[src/rtl/ifetch_unit.sv]
// Instruction fetch stage: owns the fetch PC, issues word requests to instruction
// memory and queues returned instructions (with their PCs) in order for decode.
module ifetch_unit #(
  parameter int              XLEN     = 32,
  parameter logic [XLEN-1:0] RESET_PC = '0,
  parameter int              DEPTH    = 2
) (
  input  logic            clk,
  input  logic            reset,
  output logic            imem_req_valid_o,
  input  logic            imem_req_ready_i,
  output logic [XLEN-1:0] imem_req_addr_o,
  input  logic            imem_rsp_valid_i,
  input  logic [XLEN-1:0] imem_rsp_data_i,
  input  logic            redirect_valid_i,
  input  logic [XLEN-1:0] redirect_pc_i,
  output logic            if_valid_o,
  input  logic            if_ready_i,
  output logic [XLEN-1:0] if_instr_o,
  output logic [XLEN-1:0] if_pc_o,
  output logic [XLEN-1:0] fetch_pc_o
);

  localparam int CW = $clog2(DEPTH + 1);
  localparam int AW = (DEPTH > 1) ? $clog2(DEPTH) : 1;
  localparam int SW = CW + 2;

  logic [XLEN-1:0] fetchPc_q, fetchPc_d;
  logic [CW-1:0]   outstanding_q, outstanding_d;
  logic [CW-1:0]   discard_q, discard_d;
  logic [CW-1:0]   count_q, count_d;
  logic [AW-1:0]   inflRd_q, inflRd_d;
  logic [AW-1:0]   inflWr_q, inflWr_d;
  logic [AW-1:0]   headPtr_q, headPtr_d;
  logic [AW-1:0]   tailPtr_q, tailPtr_d;

  logic [XLEN-1:0] inflightPc [DEPTH];
  logic [XLEN-1:0] queuePc    [DEPTH];
  logic [XLEN-1:0] queueInstr [DEPTH];

  logic          pop;
  logic          accept;
  logic          rspKeep;
  logic          credit;
  logic [SW-1:0] inUse;
  logic [CW:0]   staleTotal;
  logic [CW:0]   staleLeft;
  logic [1:0]    unused_redirect_lsbs;

  function automatic logic [AW-1:0] bumpPtr(input logic [AW-1:0] ptr);
    if (ptr == AW'(DEPTH - 1)) bumpPtr = '0;
    else                       bumpPtr = ptr + 1'b1;
  endfunction

  // Every slot is either in flight, waiting to be thrown away, or queued; a pop frees one this cycle.
  assign inUse  = SW'(outstanding_q) + SW'(discard_q) + SW'(count_q);
  assign credit = inUse < SW'(DEPTH);

  assign pop              = if_valid_o && if_ready_i;
  assign imem_req_valid_o = !reset && !redirect_valid_i && (credit || pop);
  assign accept           = imem_req_valid_o && imem_req_ready_i;
  assign rspKeep          = imem_rsp_valid_i && !redirect_valid_i &&
                            (discard_q == '0) && (outstanding_q != '0);

  // A response landing on a redirect cycle retires one stale request immediately.
  assign staleTotal = (CW+1)'(discard_q) + (CW+1)'(outstanding_q);
  assign staleLeft  = staleTotal - (CW+1)'(imem_rsp_valid_i && (staleTotal != '0));

  assign unused_redirect_lsbs = redirect_pc_i[1:0];

  assign imem_req_addr_o = fetchPc_q;
  assign fetch_pc_o      = fetchPc_q;
  assign if_valid_o      = (count_q != '0) && !redirect_valid_i;
  assign if_pc_o         = queuePc[headPtr_q];
  assign if_instr_o      = queueInstr[headPtr_q];

  always_comb begin
    fetchPc_d     = fetchPc_q;
    outstanding_d = outstanding_q;
    discard_d     = discard_q;
    count_d       = count_q;
    inflRd_d      = inflRd_q;
    inflWr_d      = inflWr_q;
    headPtr_d     = headPtr_q;
    tailPtr_d     = tailPtr_q;
    if (redirect_valid_i) begin
      fetchPc_d     = {redirect_pc_i[XLEN-1:2], 2'b00};
      outstanding_d = '0;
      discard_d     = staleLeft[CW-1:0];
      count_d       = '0;
      inflRd_d      = '0;
      inflWr_d      = '0;
      headPtr_d     = '0;
      tailPtr_d     = '0;
    end else begin
      if (accept) begin
        fetchPc_d = fetchPc_q + XLEN'(4);
        inflWr_d  = bumpPtr(inflWr_q);
      end
      if (imem_rsp_valid_i && (discard_q != '0)) begin
        discard_d = discard_q - 1'b1;
      end
      if (rspKeep) begin
        inflRd_d  = bumpPtr(inflRd_q);
        tailPtr_d = bumpPtr(tailPtr_q);
      end
      if (pop) begin
        headPtr_d = bumpPtr(headPtr_q);
      end
      outstanding_d = outstanding_q + CW'(accept) - CW'(rspKeep);
      count_d       = count_q + CW'(rspKeep) - CW'(pop);
    end
  end

  always_ff @(posedge clk) begin
    if (reset) begin
      fetchPc_q     <= RESET_PC;
      outstanding_q <= '0;
      discard_q     <= '0;
      count_q       <= '0;
      inflRd_q      <= '0;
      inflWr_q      <= '0;
      headPtr_q     <= '0;
      tailPtr_q     <= '0;
    end else begin
      fetchPc_q     <= fetchPc_d;
      outstanding_q <= outstanding_d;
      discard_q     <= discard_d;
      count_q       <= count_d;
      inflRd_q      <= inflRd_d;
      inflWr_q      <= inflWr_d;
      headPtr_q     <= headPtr_d;
      tailPtr_q     <= tailPtr_d;
    end
  end

  // Payload storage needs no reset; the pointers and counts decide what is live.
  always_ff @(posedge clk) begin
    if (accept) begin
      inflightPc[inflWr_q] <= fetchPc_q;
    end
    if (rspKeep && !reset) begin
      queuePc[tailPtr_q]    <= inflightPc[inflRd_q];
      queueInstr[tailPtr_q] <= imem_rsp_data_i;
    end
  end

endmodule
[config.mk]
export PLATFORM = sky130hd
export DESIGN_NAME = ifetch_unit
export DESIGN_NICKNAME = d
export VERILOG_FILES = /design/src/rtl/ifetch_unit.sv
export SDC_FILE = /design/constraint.sdc
export NUM_CORES = 1
export LEC_CHECK = 0
export CORE_ASPECT_RATIO = 0.5
export CORE_UTILIZATION = 30
export DETAILED_ROUTE_END_ITERATION = 6
export GPL_TIMING_DRIVEN = 0
export HOLD_SLACK_MARGIN = 0.12
export SYNTH_ARGS = -nofsm -noshare
export SYNTH_HDL_FRONTEND = slang
export SYNTH_SLANG_ARGS = --single-unit
[constraint.sdc]
create_clock -name clk -period 10.1 [get_ports clk]
set_input_delay 2.02 -clock clk [delete_from_list [all_inputs] [get_ports clk]]
set_output_delay 2.02 -clock clk [all_outputs]
set_load 0.05 [all_outputs]
==> results of run 1 <==
==> power by group <==
group	switching [W]	internal [W]	total [W]
clock	0.000356	0.000450	0.000806
combinational	0.000119	0.0000818	0.000200
sequential	0.0000217	0.00102	0.00104
==> worst min path at each step <==
stage	from	endpoint	slack, ns	cells past startpoint
final	inflRd_q	register	0.50	2
after global routing	inflRd_q	register	0.56	2
after CTS	inflRd_q	register	0.51	2
after detailed placement	headPtr_q	register	0.50	2
after global placement	inflRd_q	inflRd_q	0.49	2
after floorplan	inflRd_q	register	0.47	2
==> worst max-delay path, cell delays in order <==
cell             delay (ns)
clkdlybuf4s50_1        0.49
buf_6                  0.18
or2_2                  0.32
clkbuf_1               0.24
nor2_1                 0.22
clkdlybuf4s50_1        0.83
==> metal layers <==
metal	part of all wire [%]	up-vias	track usage, %
li1	-	2839	-
met1	43	3024	18.4
met2	51	153	26.0
met3	4.2	32	2.32
met4	1.9	0	3.57
met5	0	-	0
==> registers in the layout, indices dropped and copies added, names as in the netlist, named ones only <==
name           flops
queueInstr        64
inflightPc        60
queuePc           60
fetch_pc_o        30
count_q            2
discard_q          2
outstanding_q      2
headPtr_q          1
inflRd_q           1
inflWr_q           1
tailPtr_q          1
==> cells by family (layout without fill, tap and decap cells) <==
group | count (synthesis) | count (layout) | share of synthesized area, %
and+or+nand+nor | 144 | 144 | 8.13
DFF | 226 | 226 | 67.7
AOI/OAI and AO/OA | 65 | 65 | 4.86
buffers and inverters | 80 | 325 | 4.84
other | 1 | 6 | 0.0399
xor gates and xnor gates | 12 | 12 | 1.12
adders and majority gates | 11 | 11 | 1.62
muxes | 98 | 98 | 11.7
==> area by class of cell <==
cell class / instances / share of cell area [%]
buffer: 61 / 2.99
clock buffer: 26 / 4.68
clock inverter: 14 / 0.785
inverter: 19 / 0.579
multi-input combinational: 336 / 20.6
sequential: 226 / 49.9
tap: 423 / 4.15
timing repair buffer: 205 / 16.3
==> synthesized netlist by cell type (4+ instances only) <==
master / number / area, sq um
edfxtp_1: 184 / 5530
mux2_2: 95 / 1070
dfxtp_1: 42 / 841
nand2_1: 40 / 150
buf_4: 36 / 270
nor2_1: 26 / 97.6
nand3_1: 20 / 100
inv_1: 18 / 67.6
clkbuf_1: 17 / 63.8
a31oi_1: 16 / 100
a21oi_1: 13 / 65.1
o211ai_1: 11 / 82.6
nand4_1: 10 / 62.6
xnor2_1: 10 / 87.6
ha_1: 9 / 113
nor3_1: 8 / 40.0
or3_1: 7 / 43.8
and2_1: 5 / 31.3
and3_1: 5 / 31.3
a211oi_1: 4 / 30.0
buf_1: 4 / 15.0
o311ai_0: 4 / 35.0
or4_1: 4 / 30.0
==> through the flow <==
| stage | total power, W | hold slack (ns) | setup WS (ns) |
|---|---|---|---|
| 2_1_floorplan | 0.00118 | 0.472 | 2.66 |
| 3_3_place_gp | 0.00126 | 0.490 | -1.64 |
| 3_5_place_dp | 0.00126 | 0.499 | 3.73 |
| 4_1_cts | 0.00207 | 0.510 | 3.73 |
| 5_1_grt | 0.00212 | 0.560 | 3.66 |
| 6_report | 0.00205 | 0.505 | 3.77 |
==> layout by cell type (no fill, tap or decap), drive strengths merged, types with 3 or more instances in the layout <==
master | Yosys | routed
a211oi | 4 | 4
a21oi | 14 | 14
a31oi | 16 | 16
and2 | 5 | 5
and3 | 5 | 5
buf | 44 | 59
clkbuf | 17 | 43
clkdlybuf4s50 | 0 | 190
clkinv | 0 | 10
conb | 1 | 6
dfxtp | 42 | 42
edfxtp | 184 | 184
ha | 9 | 9
inv | 19 | 20
mux2 | 96 | 96
nand2 | 40 | 40
nand3 | 22 | 22
nand4 | 10 | 10
nor2 | 28 | 28
nor3 | 8 | 8
nor3b | 3 | 3
nor4 | 3 | 3
o211ai | 11 | 11
o311ai | 4 | 4
or2 | 3 | 3
or3 | 7 | 7
or4 | 5 | 5
xnor2 | 10 | 10
==> key figures, run 1 <==
Final layout
  – Util after Layout: approximately two fifths
  – Area growth, synth to finish: 35.6%
  – Net count of the finished layout: 953
  – Non-Filler Instances: 1310
  – Antenna diode count: 0
  – Multi-input logic area: approximately 0.0026 sq mm
  – Ratio of cells with drive above 1 in the final layout: a little under a quarter
  – Final instance area: 0.0128 sq mm
  – Storage element area: 0.00637 sq mm
  – # fillers: 2821

Place
  – HPWL after detailed placement: 16600 um
  – RePlAce Congestion: 0.878
  – # port buffers: 190
  – Post-DP Area: 0.0121 sq mm
  – Inst Count DP: 1270

Critical path
  – Reg2reg path depth: 8
  – Crit Path Class: in2out
  – CP Capture Type: output pin
  – CP Launch Point: redirect_valid_i
  – R2R Path Start: outstanding_q[1]
  – Reg2Reg Capture Point: inflightPc[1][7]
  – CP endpoint: imem_req_valid_o
  – Reg2reg setup slack: 6.57 ns
  – Worst Path Required: 8.08 ns
  – CP Launch Type: input pin
  – CP arrival: 4.31 ns
  – Max Fanout on Critical Path: 10

Timing
  – Fin. Hold Viols: 0
  – Worst Clk Skew: 0.0202 ns
  – Worst-Margin Slew: between 0.8 and 0.9 ns
  – RSZ-0062 raised after global routing: false
  – Slew Viols, Final: 0
  – Setup TNS: 0 ns
  – Slew headroom: 42.4%
  – # setup viols final: 0
  – Final critical-path share of the clock period: 62.7%
  – Max Fclk: roughly 160 MHz
  – Period minus WS final: 6.33 ns

Floorplan
  – Die width: 252 um
  – # rows: 45
  – Initial Util: 30.8%
  – Core Region: 0.0306 sq mm
  – Die height: between 100 and 150 um
  – Die area: 0.0321 sq mm
  – Total I/O pin count: 200

Clocking
  – CTS tree: yes
  – CTS max path bufs: 3
  – Clk Latency, worst-skew pair: 0.53 ns
  – Inserted Clock Buffers: 23
  – Cts hold-fix bufs: 0
  – CTS Sinks: 226
  – Postcts setup bufs: 0
  – Clock root cell: clkbuf_16
  – H-Tree Depth: 1
  – Worst-path clk slew: 0.07 ns
  – Post_cts resized: 0

Yosys
  – Synthesis warning total: 0
  – Seq/Total Area, Yosys: between 60% and 70%
  – Syn avg cell area: about 15 sq um
  – FF+latch count, synth: around 230
  – Ys flop type: edfxtp_1
  – EDFF count, synth: 184
  – Synth cell types: 57
  – Post-synth ARST share: 0%
  – Synthesized area: 0.00941 sq mm
  – Syn Inst Count: 637

GRT
  – GRT overflow: 0
  – Initial antenna violation count: 0
  – GRT Total Usage: 14.5%
  – Vias in the first global route: 6067
  – First-pass GRT wire length: 35900 um
  – Largest net degree at the start of global routing: 31

Route
  – DRC: 0
  – Iteration-0 DRC Markers: 344
  – Vias: around 6000
  – Via density: 4.62
  – 1st-pass router iterations: 5
  – Final antenna-violating net count: 0
  – WL/cell: 17.9 um
  – Routed wire length: approximately 23000 um

Power and ir drop
  – Peak supply drop: a little over 0.1 mV
  – P_leak: 4.29 nW
  – PD cells: 161 mW/mm^2

Outcome
  – Outcome: finished, final reports clean

Worst hold path
  – Hold WC Path Type: reg2reg

Run
  – Max_cap viols: 0
(Power assumes the default switching activity.)
==> inputs of run 2 (changes only) <==
==> constraint.sdc (replaced) <==
create_clock -name clk -period 6.4 [get_ports clk]
set_input_delay 1.28 -clock clk [delete_from_list [all_inputs] [get_ports clk]]
set_output_delay 1.28 -clock clk [all_outputs]
set_load 0.05 [all_outputs]
==> run 2 against run 1 <==
Clock skew is 0.0086 ns lower; die area stayed put; sequential share of layout area is 0.40 points lower; global-route usage is 0.39 points lower; core utilization is 0.34 points higher; flip-flop and latch count stayed put; largest cell class unchanged; via count is 0.84% lower; worst setup slack worse by 2.2 ns.
==> key figures, run 2 (synthesis gave the netlist of run 1 again) <==
Outcome
  – Outcome: finished, final reports clean

GRT
  – Largest net degree at the start of global routing: 31
  – Vias in the first global route: ~5900
  – GRT overflow: 0
  – Initial antenna violation count: 0
  – First-pass GRT wire length: 34900 um
  – GRT Total Usage: 14.1%

Clocking
  – Worst-path clk slew: 0.06 ns
  – Postcts setup bufs: 0
  – Clk Latency, worst-skew pair: between 0.5 and 0.6 ns
  – CTS Sinks: 226
  – Clock root cell: clkbuf_16
  – CTS tree: yes
  – H-Tree Depth: 1
  – Post_cts resized: 0
  – Inserted Clock Buffers: 24
  – Cts hold-fix bufs: 0
  – CTS max path bufs: 3

Critical path
  – Max Fanout on Critical Path: 10
  – R2R Path Start: outstanding_q[1]
  – CP Launch Type: input pin
  – Worst Path Required: 5.12 ns
  – CP arrival: ~3.6 ns
  – Reg2reg setup slack: around 2.9 ns
  – Reg2Reg Capture Point: inflightPc[1][6]
  – Reg2reg path depth: 8
  – Crit Path Class: in2out
  – CP Capture Type: output pin

Route
  – 1st-pass router iterations: 4
  – Final antenna-violating net count: 0
  – Routed wire length: 23000 um
  – Via density: 4.58
  – Vias: 5997
  – Iteration-0 DRC Markers: roughly 320
  – DRC: 0
  – WL/cell: between 15 and 20 um

Timing
  – Setup TNS: 0 ns
  – # setup viols final: 0
  – Period minus WS final: 4.88 ns
  – Fin. Hold Viols: 0
  – Max Fclk: 205 MHz
  – Hold WS: a little over 0.5 ns
  – Final critical-path share of the clock period: 76.2%
  – Slew headroom: 34.8%
  – Slew Viols, Final: 0
  – RSZ-0062 raised after global routing: false
  – Worst-Margin Slew: roughly 0.97 ns
  – Worst Clk Skew: 0.0116 ns

Worst hold path
  – Hold WC Path Type: reg2reg
  – Hold depth: 2
  – Hold Path End: inflRd_q
  – Min-delay src: inflRd_q

Final layout
  – Largest Register: queueInstr
  – Largest register FFs: 64
  – Commonest non-fill, non-tap cell in the layout: clkdlybuf4s50_1
  – Ratio of cells with drive above 1 in the final layout: 21.9%
  – Antenna diode count: 0
  – Util after Layout: ~42%
  – Non-Filler Instances: 1308
  – Largest registers: queueInstr (64), inflightPc (60), queuePc (60)
  – Net count of the finished layout: approximately 950
  – Commonest cells after routing, fill and taps aside: clkdlybuf4s50_1 (190), edfxtp_1 (184), mux2_2 (95)
  – Area growth, synth to finish: 36.7%

Floorplan
  – # rows: 45
  – Total I/O pin count: 200
  – Core Region: between 0.03 and 0.04 sq mm
  – Die height: 127 um
  – Die width: 252 um
  – Initial Util: 30.8%
  – Die area: 0.0321 sq mm

Place
  – RePlAce Congestion: 0.850
  – Inst Count DP: 1264
  – HPWL after detailed placement: between 15000 and 20000 um
  – # port buffers: 190

Power and ir drop
  – PD cells: 258 mW/mm^2
  – Peak supply drop: 0.182 mV
  – P_leak: 4.32 nW

Run
  – Max_cap viols: 0
-- run 2: cell count changes in the layout (fill, tap and decap cells not counted), moves of 3 or more --
cell,before,now
buf_16,0,5
buf_6,13,2
clkbuf_1,19,22
clkinv_2,7,1
-- run 2: cell type report --
| type | instances | area, sq um |
|---|---|---|
| clock buffers | 33 | 686 |
| multi-input cells | 336 | 2630 |
| fillers | 2813 | 17700 |
| well taps | 423 | 529 |
| plain buffers | 61 | 382 |
| inverters | 19 | 73.8 |
| flip-flops and latches | 226 | 6370 |
| repair buffers | 199 | 2100 |
| clock inverters | 11 | 85.1 |
-- run 2: worst max path at each step --
| stage | from | to | slack (ns) | cells after the start |
|---|---|---|---|---|
| 2_1_floorplan | reset | queueInstr[1][0] | 1.59 | 4 |
| 3_3_place_gp | redirect_valid_i | queueInstr[1][21] | -0.86 | 5 |
| 3_5_place_dp | redirect_valid_i | imem_req_valid_o | 1.51 | 6 |
| 4_1_cts | redirect_valid_i | imem_req_valid_o | 1.50 | 6 |
| 5_1_grt | redirect_valid_i | imem_req_valid_o | 1.47 | 6 |
| 6_report | redirect_valid_i | imem_req_valid_o | 1.52 | 6 |
-- run 2: worst max-delay path: stages --
cell             delay (ns)
clkdlybuf4s50_1        0.47
buf_6                  0.17
or2_2                  0.34
clkbuf_1               0.27
nor2_1                 0.23
clkdlybuf4s50_1        0.83
-- run 2: layer usage --
layer  share of wire [%]  GRT usage [%]  vias to the layer above
met5                   0              0                        -
met4                 2.4           4.10                        0
met3                 3.3           2.20                       40
met2                  53           26.0                      118
met1                  41           17.2                     3003
li1                    -              -                     2836
-- run 2: metrics by stage --
step / instance area (sq um) / setup WS (ns) / total power [W]
2_1_floorplan: 9430 / 1.59 / 0.00186
3_3_place_gp: 11900 / -0.863 / 0.00199
3_5_place_dp: 12100 / 1.51 / 0.00199
4_1_cts: 12900 / 1.50 / 0.00336
5_1_grt: 12900 / 1.47 / 0.00345
6_report: 12900 / 1.52 / 0.00332
-- run 2: power breakdown --
part	internal, W	switching (W)
combinational	0.000130	0.000186
sequential	0.00161	0.0000339
clock	0.000789	0.000565
total	0.00253	0.000785
==> inputs of run 3 (changes only) <==
==> constraint.sdc (replaced) <==
create_clock -name clk -period 5.09 [get_ports clk]
set_input_delay 1.018 -clock clk [delete_from_list [all_inputs] [get_ports clk]]
set_output_delay 1.018 -clock clk [all_outputs]
set_load 0.05 [all_outputs]
==> results of run 3 <==
Same layout as run 2 (identical final DEF). Status: finished, final reports clean.
Among the figures that moved: setup slack after placement 1.51 ns -> 0.721 ns; setup slack after layout 1.52 ns -> 0.724 ns; start point of the critical path redirect_valid_i -> outstanding_q[1]; register-to-register setup slack 2.93 ns -> 1.62 ns; total power 0.00332 W -> 0.00417 W; worst IR drop on VDD 0.182 mV -> 0.229 mV
